===== src/rtl/matrix_operand_loader.sv =====
// ----------------------------------------------------------------------------
// matrix_operand_loader
//   Upstream operand stage of the matrix multiplier. Words arriving over a
//   valid/ready handshake fill a ROWS-deep operand buffer while the controller
//   holds load_en. Once the buffer is full, load_done is raised. Each
//   shift_data_en pulse then rotates the buffer one word toward the ALU. The
//   buffer is released back to IDLE after ROWS shifts.
//
// Ports
//   clk            rising-edge clock
//   rst            asynchronous, active-high reset
//   load_en        controller: filling allowed (level)
//   shift_data_en  controller: rotate buffer one word (per cycle, FULL only)
//   flush          synchronous clear of buffer, counters and FSM
//   wr_valid       bus word present on wr_data
//   wr_data        bus word
//   wr_ready       loader accepts wr_data this cycle (combinational)
//   load_done      buffer full, operands valid (registered state decode)
//   operand_bus    buf[0] in bits [DATA_W-1:0], buf[i] in the next slice up
//   head_word      buf[0], the word presented to the ALU
//   fill_cnt       words accepted in the current load (saturates at ROWS)
//   shift_cnt      shifts performed on the current load (saturates at ROWS)
// ----------------------------------------------------------------------------
module matrix_operand_loader #(
  parameter int DATA_W = 8,
  parameter int ROWS   = 4,
  parameter int CNT_W  = 3
) (
  input  logic                   clk,
  input  logic                   rst,
  input  logic                   load_en,
  input  logic                   shift_data_en,
  input  logic                   flush,
  input  logic                   wr_valid,
  input  logic [DATA_W-1:0]      wr_data,
  output logic                   wr_ready,
  output logic                   load_done,
  output logic [ROWS*DATA_W-1:0] operand_bus,
  output logic [DATA_W-1:0]      head_word,
  output logic [CNT_W-1:0]       fill_cnt,
  output logic [CNT_W-1:0]       shift_cnt
);

  localparam logic [CNT_W-1:0] LAST_IDX = CNT_W'(ROWS - 1);
  localparam logic [CNT_W-1:0] ONE      = CNT_W'(1);

  typedef enum logic [1:0] {
    IDLE = 2'd0,
    FILL = 2'd1,
    FULL = 2'd2
  } state_t;

  state_t state;
  state_t state_next;

  logic [DATA_W-1:0] words [ROWS];
  logic              accept;
  logic              last_accept;
  logic              do_shift;
  logic              last_shift;

  // --------------------------------------------------------------------------
  // State register
  // --------------------------------------------------------------------------
  always_ff @(posedge clk or posedge rst) begin
    if (rst) begin
      state <= IDLE;
    end else begin
      state <= state_next;
    end
  end

  // --------------------------------------------------------------------------
  // Next-state and handshake decode
  // --------------------------------------------------------------------------
  always_comb begin
    state_next  = state;
    wr_ready    = 1'b0;
    accept      = 1'b0;
    last_accept = 1'b0;
    do_shift    = 1'b0;
    last_shift  = 1'b0;

    if (flush) begin
      // Flush wins over everything. wr_ready is held low so the source does
      // not treat its word as consumed.
      state_next = IDLE;
    end else begin
      unique case (state)
        IDLE: begin
          if (load_en) begin
            state_next = FILL;
          end
        end
        FILL: begin
          wr_ready    = load_en;
          accept      = wr_valid & load_en;
          last_accept = accept & (fill_cnt == LAST_IDX);
          if (last_accept) begin
            state_next = FULL;
          end
        end
        FULL: begin
          do_shift   = shift_data_en;
          last_shift = shift_data_en & (shift_cnt == LAST_IDX);
          if (last_shift) begin
            state_next = IDLE;
          end
        end
        default: begin
          state_next = IDLE;
        end
      endcase
    end
  end

  // --------------------------------------------------------------------------
  // Buffer and counters
  // --------------------------------------------------------------------------
  always_ff @(posedge clk or posedge rst) begin
    if (rst) begin
      for (int unsigned i = 0; i < ROWS; i++) begin
        words[i] <= '0;
      end
      fill_cnt  <= '0;
      shift_cnt <= '0;
    end else if (flush) begin
      for (int unsigned i = 0; i < ROWS; i++) begin
        words[i] <= '0;
      end
      fill_cnt  <= '0;
      shift_cnt <= '0;
    end else begin
      if (state == IDLE && load_en) begin
        fill_cnt  <= '0;
        shift_cnt <= '0;
      end

      if (accept) begin
        // Slot select by compare avoids indexing with the wider counter.
        for (int unsigned i = 0; i < ROWS; i++) begin
          if (fill_cnt == CNT_W'(i)) begin
            words[i] <= wr_data;
          end
        end
        fill_cnt <= fill_cnt + ONE;
      end

      if (do_shift) begin
        for (int unsigned i = 0; i < ROWS - 1; i++) begin
          words[i] <= words[i+1];
        end
        words[ROWS-1] <= words[0];
        shift_cnt     <= shift_cnt + ONE;
        if (last_shift) begin
          fill_cnt <= '0;
        end
      end
    end
  end

  // --------------------------------------------------------------------------
  // Output decode (all from registers)
  // --------------------------------------------------------------------------
  assign load_done = (state == FULL);
  assign head_word = words[0];

  always_comb begin
    operand_bus = '0;
    for (int unsigned i = 0; i < ROWS; i++) begin
      operand_bus[i*DATA_W +: DATA_W] = words[i];
    end
  end

endmodule

===== config.mk =====
export PLATFORM = sky130hd
export DESIGN_NAME = matrix_operand_loader
export DESIGN_NICKNAME = d
export VERILOG_FILES = /design/src/rtl/matrix_operand_loader.sv
export SDC_FILE = /design/constraint.sdc
export NUM_CORES = 1
export LEC_CHECK = 0
export CORE_ASPECT_RATIO = 1.75
export CORE_MARGIN = 5
export CORE_UTILIZATION = 45
export CTS_CLUSTER_SIZE = 25
export DETAILED_ROUTE_END_ITERATION = 8
export HOLD_SLACK_MARGIN = 0.08
export MAX_ROUTING_LAYER = met4
export PLACE_DENSITY = 0.87
export SLEW_MARGIN = 25
export SYNTH_ARGS = -nofsm -noshare
export SYNTH_HDL_FRONTEND = slang
export SYNTH_SLANG_ARGS = --single-unit

===== constraint.sdc =====
create_clock -name clk -period 2.1 [get_ports clk]
set_input_delay 0.42 -clock clk [delete_from_list [all_inputs] [get_ports clk]]
set_output_delay 0.42 -clock clk [all_outputs]
set_load 0.01 [all_outputs]

# Word level (Yosys, flattened, before mapping)

Index checks and enable logic that the tools add are counted.

$add $sub $neg: 2
Equal/unequal tests: 9
Mux-type cells: 28
Bitwise operators: 3
Reductions and logical operators: 14

Operators with widths:

| cell                  | number |
|---|---|
| $mux W32              | 3 |
| $mux W8               | 4 |
| $mux W3               | 8 |
| $reduce_bool A3 Y1    | 6 |
| $eq A3 B2 Y1 const B  | 3 |
| $mux W1               | 8 |
| $mux W2               | 4 |
| $reduce_and A2 Y1     | 4 |
| $add A3 B1 Y3 const B | 2 |
| $ne A3 B3 Y1 const B  | 2 |
| $pmux W2 S3           | 1 |
| $and A1 B1 Y1         | 3 |
| $eq A3 B1 Y1 const B  | 1 |
| $logic_not A3 Y1      | 1 |
| $ne A3 B2 Y1 const B  | 1 |
| $reduce_and A3 Y1     | 1 |
| $eq A2 B1 Y1 const B  | 1 |
| $eq A2 B2 Y1 const B  | 1 |
| $logic_not A2 Y1      | 1 |
| $logic_and A1 B1 Y1   | 1 |

Register bits after elaboration: 40
Bits of input ports: 14
Word-level logic and storage cells: 63

# Logic depth before layout (Yosys ltp)

Gate-level depths: netlist (run 1).

Word-level depth: 7
Gate-level depth with buffers: 6
Depth with buffers taken out: 5

# Worst setup path before layout (run 1)

OpenSTA, ideal clock, no wires.

Path kind: reg2reg
Start point: register fill_cnt[0]
End point: register words, in the netlist operand_bus[24]
Arrival time: 1.431 ns
Data required time: 1.963 ns
Setup slack: 0.532 ns
Stages on the path, launching flop included: 6
Cell sequence: dfrtp_1 -> ha_1 -> ha_1 -> clkbuf_1 -> a2111oi_1 -> a21oi_1

Word-level cells in the longest chain between the ends: 3

Ends and longest elaborated chain:

| what                                | RTL line | text |
|---|---|---|
| start: declaration                  | 40       | `output logic [CNT_W-1:0] fill_cnt,` |
| start signal: assignment            | 146      | `fill_cnt <= fill_cnt + ONE;` |
| $eq A3 B2 Y1                        | 142      | `if (fill_cnt == CNT_W'(i)) begin` |
| $reduce_bool A3 Y1 (no source line) | -        |  |
| $reduce_and A2 Y1 (no source line)  | -        |  |
| end signal: indexed assignment      | 143      | `words[i] <= wr_data;` |
| end signal: indexed assignment      | 151      | `words[i] <= words[i+1];` |
| end signal: indexed assignment      | 153      | `words[ROWS-1] <= words[0];` |
| end: declaration                    | 56       | `logic [DATA_W-1:0] words [ROWS];` |

Every way passes these cells.
A chain may end at the register's enable or synchronous reset.

# Worst setup path in the final report (run 1)

Start point: register state[0]
End point: output load_done

Word-level cells in the longest chain between the ends: 1

Ends and longest elaborated chain:

| what                     | RTL line | text |
|---|---|---|
| start: declaration       | 53       | `state_t state;` |
| start signal: assignment | 69       | `state <= state_next;` |
| $eq A2 B2 Y1             | 165      | `assign load_done = (state == FULL);` |
| end: declaration         | 37       | `output logic load_done,` |

Every way passes these cells.

==> results of run 1 <==
==> metal layers <==
metal / up-vias / global-route usage [%]
met5: - / -
met4: 0 / 10.1
met3: 14 / 3.70
met2: 78 / 29.7
met1: 1023 / 24.5
li1: 978 / -
==> sequential cells by signal, indices dropped and copies added (netlist names) <==
signal,count
shift_cnt,3
head_word,8
operand_bus,24
fill_cnt,3
state,2
==> kinds of logic (layout without fill, tap and decap cells) <==
kind of cell | Yosys count | after routing
compound gates | 84 | 84
mux | 2 | 2
fa+ha+maj | 7 | 7
buf+inv | 38 | 90
simple gates | 54 | 54
flops | 40 | 40
==> cell usage in the layout (no fill, tap or decap), drive strengths merged, types with 2 or more instances in the layout <==
cell type,instances
a2111oi,8
a21oi,8
a221oi,2
a2bb2oi,24
buf,14
clkbuf,5
clkdlybuf4s50,60
clkinv,2
dfrtp,40
ha,7
inv,6
nand2,36
nand2b,3
nor2,2
nor3,2
o211ai,3
o311ai,32
==> final timing paths <==
path                         startpoint         endpoint
max                            state[0]        load_done
min                        shift_cnt[2]     shift_cnt[2]
max reg2reg                 fill_cnt[0]  operand_bus[18]
min reg2reg                shift_cnt[2]     shift_cnt[2]
max in group asynchronous           rst      fill_cnt[1]
min in group asynchronous           rst     shift_cnt[0]
==> through the flow <==
stage / instance area [um2] / setup WS [ns]
final: 3120 / 0.0806
after global routing: 3120 / 0.0367
after CTS: 3120 / 0.0825
after detailed placement: 3000 / -0.0931
after global placement: 3000 / -0.0831
after floorplan: 2390 / 0.532
==> repair_timing <==
action | 4_1_cts | 5_1_grt
setup buffers | 0 | 0
setup endpoints to repair | 2 | 0
resized for setup | 3 | 0
==> power breakdown <==
group	switching, mW	internal, mW	total [mW]
clock	0.278	0.351	0.629
sequential	0.0456	0.816	0.861
combinational	0.161	0.202	0.363
==> layout make-up <==
| cell class | count | area (um2) |
|---|---|---|
| fill | 424 | 2100 |
| multi-input combinational | 147 | 1160 |
| sequential | 40 | 1000 |
| timing repair buffer | 75 | 752 |
| clock buffer | 5 | 68.8 |
| tap | 55 | 68.8 |
| clock inverter | 3 | 42.5 |
| inverter | 7 | 26.3 |
==> critical path, stage by stage (launching register included) <==
cell,delay [ns]
dfrtp_1,0.38
buf_4,0.18
nor2b_2,0.18
clkdlybuf4s50_1,0.56
==> run_results.csv, run 1 <==
group,metric,value,unit
synthesis,synth_ff_type,"dfrtp_1",
detailed_routing,drc,0,
sta,hold_violations,0,
place,gp_congestion,0.818,
synthesis,synth_area_per_cell,10.6,um2
synthesis,synthAdderAreaFrac,3.67,%
global_route,grt_remaining_overflow,0,
detailed_routing,met1_length,2560,um
sta,worst_pin_slew,0.502,ns
synthesis,synth.distinct_cells,42,
die,start_util,45.8,%
synthesis,ys_ff_latch,40,
cts,cts.sinks,40,
cts,hold_buffers,0,
sta,whs,0.518,ns
detailed_routing,vias,2093,
hold_path,worstHoldPathCells,1,
global_route,track_usage,19.5,%
die,fp.dieH,106,um
cts,h-tree-depth,2,
place,portBuffers,61,
synthesis,yosys.area.top_type,"dfrtp_1",
power,p_leak,1.27,nW
synthesis,synth-edff-count,0,
synthesis,synth_most_common_cell,"dfrtp_1",
die,die-width,65.1,um
sta,post-route-min-period,2.02,ns
sta,finalSetupTns,0,ns
power,finalPower,1.85,mW
detailed_routing,wl_met3,259,um
cts,clk-insertion-delay-late,0.30,ns
sta,skew,0.00444,ns
cts,cts_inserted_buffers,5,
sta,finalSetupViolations,0,
worst_setup_path,arrival,1.60,ns
global_route,grt_pass1_vias,2021,
die,ios,62,
detailed_routing,antenna_left,0,
synthesis,yosys_warnings,0,
hold_path,hp-class,"reg -> reg",
sta,max_slew_margin,66.6,%
final_layout,nets,297,
cts,cts_buffer_depth,2,
power,ir_worst_vdd,419,uV
global_route,antenna_found_initial,0,
worst_setup_path,rrSetupSlack,0.40,ns
final_layout,drive_gt1_share,12.3,%
detailed_routing,dr.first_iter.drc_count,107,
final_layout,area_growth,30.5,%
cts,clock-root-buffer,"clkbuf_8",
sta,finalCritPeriodShare,96.2,%
detailed_routing,highest_layer,"met4",
synthesis,synthMuxAreaShare,0.891,%
power,powerDensity,595,nW/um2
cts,clk_pin_slew,0.08,ns
final_layout,final_cells,332,
die,core-area,5210,um2
detailed_routing,drt-pass1-iter-count,4,
global_route,grt_max_degree,41,
place,dpl.cell_count,324,
sta,rsz0062_at_grt,"false",
synthesis,synthCells,225,
worst_setup_path,worstPathMaxFanout,10,
synthesis,async_flop_share,100,%
worst_setup_path,worstSetupPathType,"reg -> out",
detailed_routing,drt_wl_total,6260,um
cts,cts_tree,"built",
worst_setup_path,critPathLaunchType,"flip-flop",
final_layout,final_util,59.8,%
global_route,grt_pass1_wl,10200,um
worst_setup_path,worstSetupEndpointType,"output port",
synthesis,yosys.area_share.simple,12.2,%
detailed_routing,vias_per_cell,6.30,
worst_setup_path,reg2regPathDepth,5,
synthesis,syn-cell-area,2390,um2
die,dieArea,6920,um2
synthesis,synth_area_leaders,"dfrtp_1, o311ai_1, a2bb2oi_1, nand2_1, ha_1",
place,place_hpwl,4370,um
worst_setup_path,crit_required,1.68,ns
sta,maxSlewViolCount,0,
sta,max_clock_freq,0.495,GHz
outcome,outcome,"complete, no violations",
synthesis,synth-compound-area-share,31.4,%
synthesis,seq_area_frac_synth,41.9,%
synthesis,synth_top_cell_area_share,41.9,%
final_layout,diodes,0,
synthesis,synth_top_family_by_area,"compound AO/OA/AOI/OAI gates",
synthesis,synth_common_cells,"dfrtp_1, nand2_1, o311ai_1",
die,row_count,35,
detailed_routing,route.met2.wl,3290,um
flow_run,drv_cap,0,
synthesis,synthXorXnorAreaFrac,0,%
synthesis,syn_nets,246,
detailed_routing,wire_per_inst,18.9,um
Note: power is estimated with default switching activity, not from simulation.
==> inputs of run 2 (changes only) <==
CORE_UTILIZATION = 35   (was 45)
PLACE_DENSITY = 0.73   (was 0.87)
==> run_results.csv, run 2 (synthesis results as in run 1) <==
group,metric,value,unit
sta,finalSetupViolations,0,
hold_path,hp-start,"shift_cnt[2]",
final_layout,final_util,47.5,%
final_layout,area_growth,34.3,%
power,powerDensity,624,nW/um2
final_layout,postLayoutCellArea,3210,um2
power,finalPower,2.00,mW
sta,post-route-min-period,2.00,ns
die,start_util,35.3,%
global_route,antenna_found_initial,0,
detailed_routing,vias_per_cell,5.75,
cts,clk_pin_slew,0.06,ns
global_route,grt_pass1_vias,2157,
detailed_routing,drc,0,
flow_run,drv_cap,0,
detailed_routing,drt-pass1-iter-count,4,
outcome,outcome,"complete, no violations",
detailed_routing,vias,2080,
detailed_routing,wire_per_inst,18.7,um
hold_path,hp-class,"reg -> reg",
power,p_leak,1.30,nW
sta,rsz0062_at_grt,"false",
hold_path,holdPathEnd,"shift_cnt[2]",
final_layout,final_cell_mix,"clkdlybuf4s50_1, dfrtp_1, nand2_1, o311ai_1, a2bb2oi_1",
sta,max_slew_margin,62.3,%
worst_setup_path,reg2regPathDepth,5,
worst_setup_path,r2r_start,"fill_cnt[1]",
die,core-area,6760,um2
sta,maxSlewViolCount,0,
sta,finalCritPeriodShare,95.3,%
global_route,track_usage,16.4,%
sta,hold_violations,0,
sta,max_clock_freq,0.500,GHz
worst_setup_path,crit_required,1.68,ns
global_route,grt_max_degree,41,
worst_setup_path,critPathLaunchType,"flip-flop",
worst_setup_path,worstPathMaxFanout,9,
detailed_routing,dr.first_iter.drc_count,102,
worst_setup_path,worstSetupPathType,"reg -> out",
cts,cts_tree,"built",
sta,skew,0.00250,ns
detailed_routing,drt_wl_total,6790,um
cts,h-tree-depth,2,
sta,whs,0.504,ns
place,gp_congestion,0.818,
worst_setup_path,arrival,1.58,ns
worst_setup_path,rrSetupSlack,0.37,ns
place,place_area,3050,um2
hold_path,worstHoldPathCells,1,
place,place_ws,-0.111,ns
cts,clk-insertion-delay-late,0.28,ns
cts,cts.sinks,40,
global_route,grt_remaining_overflow,0,
cts,cts_inserted_buffers,5,
sta,worst_pin_slew,0.565,ns
cts,clock-root-buffer,"clkbuf_16",
power,ir_worst_vdd,263,uV
worst_setup_path,worstSetupEndpointType,"output port",
global_route,grt_pass1_wl,11000,um
final_layout,diodes,0,
die,row_count,40,
final_layout,drive_gt1_share,11.9,%
cts,hold_buffers,0,
final_layout,largest_register_ffs,24,
die,die-width,72.4,um
die,dieArea,8640,um2
sta,setup_ws,0.0996,ns
final_layout,nets,298,
final_layout,final_common_cell,"clkdlybuf4s50_1",
detailed_routing,antenna_left,0,
cts,cts_buffer_depth,2,
place,place_hpwl,4760,um
die,ios,62,
place,portBuffers,61,
worst_setup_path,timing.rr.end,"operand_bus[11]",
die,fp.dieH,119,um
[run 2: cell types whose count changed in the layout (fill, tap and decap cells not counted), sizes merged]
cell and delta:
clkinvlp -1, buf +1, bufinv -1, clkinv -1, clkbuf +3
[run 2: critical path: stages (launching register included)]
cell and delay (ns):
dfrtp_1 0.42, buf_4 0.18, nor2b_2 0.15, clkdlybuf4s50_1 0.55
[run 2: metal layers]
metal  global-route usage [%]  vias up  wire (um)
met5                        -        -          0
met4                     5.20        0        112
met3                     1.60        9        232
met2                     28.3       60       3680
met1                     19.8     1042       2760
li1                         -      969          -
[run 2: repair_timing]
action                                  CTS  global route
endpoints found under the setup margin    1             1
cloned                                    0             0
pin swaps                                 1             0
gates resized for setup                   2             1
buffers inserted                          1             0
[run 2: power by group]
group	switching [mW]	internal, mW
registers	0.0493	0.817
clock network	0.285	0.474
logic	0.166	0.209
total	0.499	1.50
[run 2: layout make-up]
| type | count | area, um2 |
|---|---|---|
| clock buffer | 8 | 146 |
| multi-input combinational | 147 | 1160 |
| tap | 84 | 105 |
| timing repair buffer | 76 | 772 |
| fill | 646 | 3550 |
| inverter | 7 | 26.3 |
| sequential | 40 | 1000 |
[run 2: how the worst max path moves through the flow]
| stage | from | end | slack [ns] | depth (start not counted) |
|---|---|---|---|---|
| floorplan | fill_cnt[0] | operand_bus[24] | 0.53 | 5 |
| global placement | flush | wr_ready | -0.05 | 4 |
| detailed placement | flush | wr_ready | -0.11 | 4 |
| CTS | state[0] | load_done | 0.02 | 3 |
| global route | state[0] | load_done | 0.04 | 3 |
| finish | state[0] | load_done | 0.1 | 3 |
[run 2: per-stage QoR]
stage	cells	TNS (ns)
2_1_floorplan	225	0
3_3_place_gp	353	-0.0481
3_5_place_dp	353	-0.111
4_1_cts	362	0
5_1_grt	362	0
6_report	362	0
